==> config.mk <==
export PLATFORM = sky130hd
export DESIGN_NAME = uart_cmd_decoder
export DESIGN_NICKNAME = d
export VERILOG_FILES = /design/src/rtl/uart_cmd_decoder.sv
export SDC_FILE = /design/constraint.sdc
export NUM_CORES = 1
export LEC_CHECK = 0
export CORE_MARGIN = 1
export CORE_UTILIZATION = 49
export CTS_CLUSTER_SIZE = 30
export DETAILED_ROUTE_END_ITERATION = 10
export GPL_TIMING_DRIVEN = 0
export PLACE_DENSITY = 0.86
export REMOVE_ABC_BUFFERS = 1
export SYNTH_ARGS = -nofsm -noshare
export SYNTH_HDL_FRONTEND = slang
export SYNTH_SLANG_ARGS = --single-unit
==> constraint.sdc <==
create_clock -name CLK -period 20.8 [get_ports CLK]
set_clock_uncertainty 0.1 [all_clocks]
set_input_delay 4.16 -clock CLK [delete_from_list [all_inputs] [get_ports CLK]]
set_output_delay 4.16 -clock CLK [all_outputs]
set_load 0.02 [all_outputs]
==> src/rtl/uart_cmd_decoder.sv <==
// Assembles channel + 32-bit little-endian command packets into per-channel div/steps/dir registers.
// Define CMD_CHECKSUM_EN to require a sixth XOR checksum byte per packet.
module uart_cmd_decoder #(
   parameter int unsigned NUM_CH         = 10,
   parameter int unsigned TIMEOUT_CYCLES = 262143
) (
   input  logic                 CLK,
   input  logic                 reset,
   input  logic                 rx_valid,
   input  logic [7:0]           rx_data,
   input  logic [NUM_CH-1:0]    active_in,
   output logic [NUM_CH*15-1:0] div_flat,
   output logic [NUM_CH*12-1:0] steps_flat,
   output logic [NUM_CH-1:0]    dir_out,
   output logic [NUM_CH-1:0]    pending,
   output logic [NUM_CH-1:0]    cmd_load,
   output logic                 cmd_drop,
   output logic                 status_req,
   output logic                 frame_err
);
   localparam int unsigned CntW = $clog2(TIMEOUT_CYCLES + 1);

`ifdef CMD_CHECKSUM_EN
   typedef enum logic [2:0] {StIdle, StB1, StB2, StB3, StB4, StChk} state_e;
`else
   typedef enum logic [2:0] {StIdle, StB1, StB2, StB3, StB4} state_e;
`endif

   state_e            state_q;
   logic [3:0]        ch_q;
   logic [31:0]       word_q;
   logic [CntW-1:0]   cnt_q;
   logic [NUM_CH-1:0] act_q;
`ifdef CMD_CHECKSUM_EN
   logic [7:0]        sum_q;
`endif

   logic [NUM_CH-1:0] rise;
   logic [NUM_CH-1:0] pend_eff;
   logic [NUM_CH-1:0] load_vec;
   logic              fire;
   logic              sum_ok;
   logic              drop;
   logic [31:0]       word_full;
   logic              unused_word;

   always_comb begin
      rise     = active_in & ~act_q;
      // A consume edge in the completion cycle frees the channel before the accept decision.
      pend_eff = pending & ~rise;
`ifdef CMD_CHECKSUM_EN
      fire      = rx_valid && (state_q == StChk);
      sum_ok    = (rx_data == sum_q);
      word_full = word_q;
`else
      fire      = rx_valid && (state_q == StB4);
      sum_ok    = 1'b1;
      word_full = {rx_data, word_q[31:8]};
`endif
      load_vec = '0;
      for (int c = 0; c < NUM_CH; c++) begin
         load_vec[c] = fire && sum_ok && (ch_q == 4'(c)) && !pend_eff[c];
      end
      drop = fire && !(|load_vec);
   end

   assign unused_word = ^word_full[3:0];

   always_ff @(posedge CLK or posedge reset) begin
      if (reset) begin
         state_q    <= StIdle;
         ch_q       <= '0;
         word_q     <= '0;
         cnt_q      <= '0;
         act_q      <= '0;
`ifdef CMD_CHECKSUM_EN
         sum_q      <= '0;
`endif
         div_flat   <= '0;
         steps_flat <= '0;
         dir_out    <= '0;
         pending    <= '0;
         cmd_load   <= '0;
         cmd_drop   <= 1'b0;
         status_req <= 1'b0;
         frame_err  <= 1'b0;
      end else begin
         act_q      <= active_in;
         cmd_load   <= load_vec;
         cmd_drop   <= drop;
         status_req <= 1'b0;
         frame_err  <= 1'b0;

         for (int c = 0; c < NUM_CH; c++) begin
            if (rise[c]) begin
               pending[c]             <= 1'b0;
               steps_flat[12*c +: 12] <= '0;
            end
            if (load_vec[c]) begin
               div_flat[15*c +: 15]   <= word_full[18:4];
               steps_flat[12*c +: 12] <= word_full[30:19];
               dir_out[c]             <= word_full[31];
               pending[c]             <= 1'b1;
            end
         end

         if (rx_valid) begin
            cnt_q <= CntW'(TIMEOUT_CYCLES);
         end else if (cnt_q != '0) begin
            cnt_q <= cnt_q - CntW'(1);
         end

         if (rx_valid) begin
            unique case (state_q)
               StIdle: begin
                  if (rx_data[3:0] == 4'hF) begin
                     status_req <= 1'b1;
                  end else begin
                     ch_q    <= rx_data[3:0];
                     state_q <= StB1;
`ifdef CMD_CHECKSUM_EN
                     sum_q   <= rx_data;
`endif
                  end
               end
               StB1: begin
                  word_q  <= {rx_data, word_q[31:8]};
                  state_q <= StB2;
`ifdef CMD_CHECKSUM_EN
                  sum_q   <= sum_q ^ rx_data;
`endif
               end
               StB2: begin
                  word_q  <= {rx_data, word_q[31:8]};
                  state_q <= StB3;
`ifdef CMD_CHECKSUM_EN
                  sum_q   <= sum_q ^ rx_data;
`endif
               end
               StB3: begin
                  word_q  <= {rx_data, word_q[31:8]};
                  state_q <= StB4;
`ifdef CMD_CHECKSUM_EN
                  sum_q   <= sum_q ^ rx_data;
`endif
               end
               StB4: begin
                  word_q  <= {rx_data, word_q[31:8]};
`ifdef CMD_CHECKSUM_EN
                  sum_q   <= sum_q ^ rx_data;
                  state_q <= StChk;
`else
                  state_q <= StIdle;
`endif
               end
`ifdef CMD_CHECKSUM_EN
               StChk: state_q <= StIdle;
`endif
               default: state_q <= StIdle;
            endcase
         end else if ((state_q != StIdle) && (cnt_q == '0)) begin
            frame_err <= 1'b1;
            state_q   <= StIdle;
         end
      end
   end

endmodule

* Yosys cells after proc, flatten, opt, wreduce, memory -nomap -nowiden
Index checks and enable logic that the tools add are counted.
Operators by class: add/sub/neg operators 1, multiply operators 0, divide/modulo/power cells 0, $lt $le $gt $ge 0, equal/unequal tests 15, shift-type cells 0, multiplexer cells 51, bitwise gates (word level) 5, reductions and logical operators 56
Operator list (count):
- $mux W12 | 20
- $mux W18 | 2
- $mux W1 | 25
- $reduce_bool A2 Y1 | 12
- $logic_and A1 B1 Y1 | 23
- $and A10 B10 Y10 | 2
- $not A10 Y10 | 2
- $logic_not A18 Y1 | 1
- $reduce_bool A18 Y1 | 1
- $sub A18 B1 Y18 const B | 1
- $eq A4 B3 Y1 const B | 4
- $eq A4 B4 Y1 const B | 3
- $pmux W3 S4 | 1
- $logic_not A1 Y1 | 11
- $reduce_or A10 Y1 | 1
- $mux W3 | 3
- $eq A4 B2 Y1 const B | 2
- $eq A3 B2 Y1 const B | 2
- $eq A4 B1 Y1 const B | 1
- $logic_not A4 Y1 | 1
- $reduce_and A2 Y1 | 2
- $reduce_or A4 Y1 | 1
- $eq A3 B1 Y1 const B | 1
- $eq A3 B3 Y1 const B | 1
- other kinds (5) | 5
Storage, ports and cells: register bits 370, bits in latches 0, bits in writable memories 0, ROM bits 0, bits of input ports 21, output and inout port bits 303, word-level logic and storage cells 177, memories kept 0

* Logic depth before layout (Yosys ltp)
Gate-level depths: netlist (run 1).
depth after elaboration 9, gate-level depth with buffers 8, gate-level depth less buffers 7

* Worst setup path before layout (run 1)
OpenSTA, ideal clock, no wires.
kind input port to flip-flop, start point in rx_valid, end point reg div_flat[120], setup time 0.125 ns, arrival time 5.671 ns, required time 20.575 ns, setup slack 14.905 ns, stages on the path 6, path buffers 2, cell sequence nand4bb_1 > clkbuf_1 > or3_1 > nor3b_2 > buf_2 > mux2_2
On the way: word-level cells in the longest chain between the ends 3
RTL lines:
- from (decl) | line 9 | input logic rx_valid,
- $logic_and A1 B1 Y1 | line 56 | fire = rx_valid && (state_q == StB4);
- $logic_and A1 B1 Y1 (2 in series) | line 62 | load_vec[c] = fire && sum_ok && (ch_q == 4'(c)) && !pend_eff[c];
- to (signal, indexed assignment) | line 100 | div_flat[15*c +: 15] <= word_full[18:4];
- to (decl) | line 12 | output logic [NUM_CH*15-1:0] div_flat,
Every way passes these cells. A chain may end at the register's enable or synchronous reset.

* Final worst setup path (run 1)
start point in rx_valid, end point reg div_flat[82]
The elaborated chain is that of the path after synthesis.

==> run summary, run 1 <==
Status - finished, final reports clean
RR Startpoint - state_q[0]$_DFFE_PP0P_
# setup viols final - 0
TritonCTS Buffers - 37
CP endpoint kind - flop
Rows - 61
RSZ-0062 raised after global routing - no
Layout cell share with drive strength beyond 1 - 0.185
Reg2Reg Depth - 5
Cells after synthesis - 1152
Placed cell count - 1772
Slew HR - 0.210
Clk sinks - 358
Critical path class - in -> reg
Clk_lat worst skew - 0.51 ns
Clock transition at path regs - 0.06 ns
Crit path max-delay family - simple AND/OR/NAND/NOR gates
Crit-path cells - clkdlybuf4s50_1 -> nand4bb_1 -> nor3b_1 -> and2_2 -> buf_16 -> mux2_2
Startpoint types - input pin
Maxcap violations - 0
Core Area - 27900 um^2
Max-slew violation count - 0
Post-synthesis sequential area ratio - 0.645
Crit path buf inv count - 2
Post-synth ARST share - 1.00
Pin count of the biggest net entering global routing - 130
Routed Antenna Nets - 0
Pwr Density - 107 nW/um^2
Post-Layout Cell Count - 1840
DP HPWL - 25500 um
Port Buf Inserts - 323
# hold bufs at CTS - 0
Final hold vios - 0
Yosys cell types - 48
Hold_sp - pending[2]$_DFFE_PP0P_
Clock root buffer - clkbuf_16
Global placement routability congestion - 0.849
Multi-input gate area - 4530 um^2
Syn. warnings - 0
Worst-path maximum fanout - 30
Avg Inst Size Synth - 12.1 um^2
Fmax - 150 MHz
Worst EP required - 21.09 ns
Die X - 170 um
FF-to-FF End - div_flat[82]$_DFFE_PP0N_
Grt total ovfl - 0
Area Growth Syn to Fin - 35.4%
Hold worst-path end - pending[2]$_DFFE_PP0P_
# DRC - 0
Hold Path Depth - 2
Fin crit share - 0.321
Mapped Area - 13900 um^2
Setup Fix Bufs, Post-CTS - 0
Final Instance Area - 18800 um^2
# IOs - 324
Measured slew at the worst slew-check pin - 1.18 ns
CP peak stage delay - 0.64 ns
Synth top area share - 0.645
Synth Register Bits - 358
Post-CTS resize count - 0
Leading register cell type out of synthesis - dfrtp_1
Reg area - 8960 um^2
Placed instance area - 17500 um^2
Hold WC Path Type - reg -> reg
WP data arrival - 6.96 ns
Fillcell total - 1930
LEAKAGE - 8.28 nW
Initial Util - 0.498
Total number of vias - 9985
Vias in the first global route - 10100
Fin crit period - 6.67 ns
Area leader, netlist - dfrtp_1
Number of synthesized flops with an enable pin - 0
TritonRoute pass-1 iters - 5
# H-tree levels - 2
Total wire length - 38400 um
Final #Nets - 1455
Max clock buf depth - 3
Critical-path top delay cell - and2_2
First-pass GRT wire length - 58700 um
GR Util All Layers - 0.268
R2R Setup Slk - 17.87 ns
Die Height - 170 um
VDD IR-drop max - 0.0837 mV
Initial antenna violation count - 0
DR WL/cell - 20.9 um
Die area - 29000 um^2
CTS tree - built
Ranking of synthesized cells by area - dfrtp_1, mux2_2, nand2_1, o21ai_0, clkbuf_1
Setup TNS - 0 ns
Initial DRC Count - 683
Drt via density - 5.43
-- worst reg2reg max path, cell delays in order (launching register included) --
cell and delay, ns:
dfrtp_1 0.45, nand4bb_1 0.42, nor3b_1 0.57, and2_2 0.64, buf_16 0.25, mux2_2 0.38
-- power breakdown --
part	switching, mW	internal (mW)	total (mW)
registers	0.123	0.792	0.915
clock network	0.267	0.422	0.688
logic	0.201	0.205	0.406
total	0.591	1.42	2.01
-- cells by family (layout without fill, tap and decap cells) --
kind of cell / Yosys count / in the layout / share of synthesized area
compound gates: 159 / 159 / 0.0637
xor+xnor: 12 / 12 / 0.00757
fa+ha+maj: 1 / 1 / 0.000901
buf+inv: 100 / 409 / 0.0298
flops: 358 / 358 / 0.645
mux: 182 / 182 / 0.147
other cells: 0 / 1 / 0
simple gates: 340 / 340 / 0.105
-- final cells by class --
type,count,area share
Sequential cell,358,0.476
Multi-Input combinational cell,694,0.241
Timing Repair Buffer,337,0.188
Clock buffer,56,0.0596
Tap cell,378,0.0252
Clock inverter,11,0.00845
Inverter,5,0.00140
Antenna cell,1,0.000133
-- layer usage --
layer	track usage	up-vias	part of all wire
met5	0	-	0
met4	0.0979	0	0.033
met3	0.0791	84	0.090
met2	0.447	442	0.49
met1	0.329	5014	0.39
li1	-	4445	-
-- flip-flops by register name, summed over array words and instances, names as in the netlist, 4 cells and up --
register / count
act_q: 10
pending: 10
word_q: 20
steps_flat: 120
dir_out: 10
ch_q: 4
cmd_load: 10
cnt_q: 18
div_flat: 150
-- cells in the final DEF (no fill, tap or decap), drive strengths merged, types with 2 or more instances in the layout --
cell	netlist	layout
a21oi	4	4
or2	2	2
clkinv	0	6
nor3	5	5
inv	5	6
xnor2	6	6
bufinv	0	4
mux2	180	180
and2	2	2
clkdlybuf4s50	0	323
or4	7	7
dfrtp	358	358
buf	34	14
nand3	5	5
o311ai	2	2
nor3b	3	3
nor2b	3	3
o21ai	135	135
or3	5	5
nand2b	13	13
xor2	6	6
a21o	5	5
nor2	13	13
nor4	7	7
and4	2	2
nand2	265	265
o22a	4	4
clkbuf	61	56
mux2i	2	2
and3	5	5
-- synth_stat cells (all sizes together), types with 5 or more instances --
library cell  instances
or4                   7
clkbuf               61
nor4                  7
a21o                  5
nor2                 13
buf                  34
inv                   5
nand2b               13
and3                  5
or3                   5
o21ai               135
xor2                  6
xnor2                 6
dfrtp               358
mux2                180
nand2               265
nor3                  5
nand3                 5
-- worst max-delay path by stage --
| stage | start | endpoint | slack [ns] | cells after the start |
|---|---|---|---|---|
| after global routing | rx_valid | div_flat[124]$_DFFE_PP0N_ | 14.04 | 6 |
| after CTS | rx_valid | div_flat[132]$_DFFE_PP0N_ | 14.21 | 6 |
| final | rx_valid | div_flat[82]$_DFFE_PP0N_ | 14.13 | 6 |
| after global placement | reset | div_flat[4]$_DFFE_PP0N_ | 2.71 | 2 |
| after floorplan | reset | act_q[0]$_DFF_PP0_ | 6.61 | 1 |
| after detailed placement | rx_valid | div_flat[132]$_DFFE_PP0N_ | 13.66 | 6 |
-- metrics by stage --
step	hold slack [ns]	power, mW	util	setup WS, ns
final	0.403	2.01	0.675	14.13
after global routing	0.419	2.09	0.675	14.04
after CTS	0.406	2.02	0.675	14.21
after detailed placement	0.393	1.33	0.629	13.66
after global placement	0.376	1.31	0.617	2.71
after floorplan	0.377	1.10	-	6.61
Note: power is estimated with default switching activity, not from simulation.
==> run 2, diff against run 1 <==
Clock period 20.8 ns to 6.95 ns, I/O delays scaled along.
==> results of run 2 <==
Same layout as run 1 (identical final DEF). Status: finished, final reports clean.
Main changes from that run: setup slack after placement 13.66 ns -> 2.58 ns; setup slack after layout 14.13 ns -> 3.05 ns; register-to-register setup slack 17.87 ns -> 4.02 ns; total power 2.01 mW -> 6.01 mW; worst IR drop on VDD 0.0837 mV -> 0.250 mV
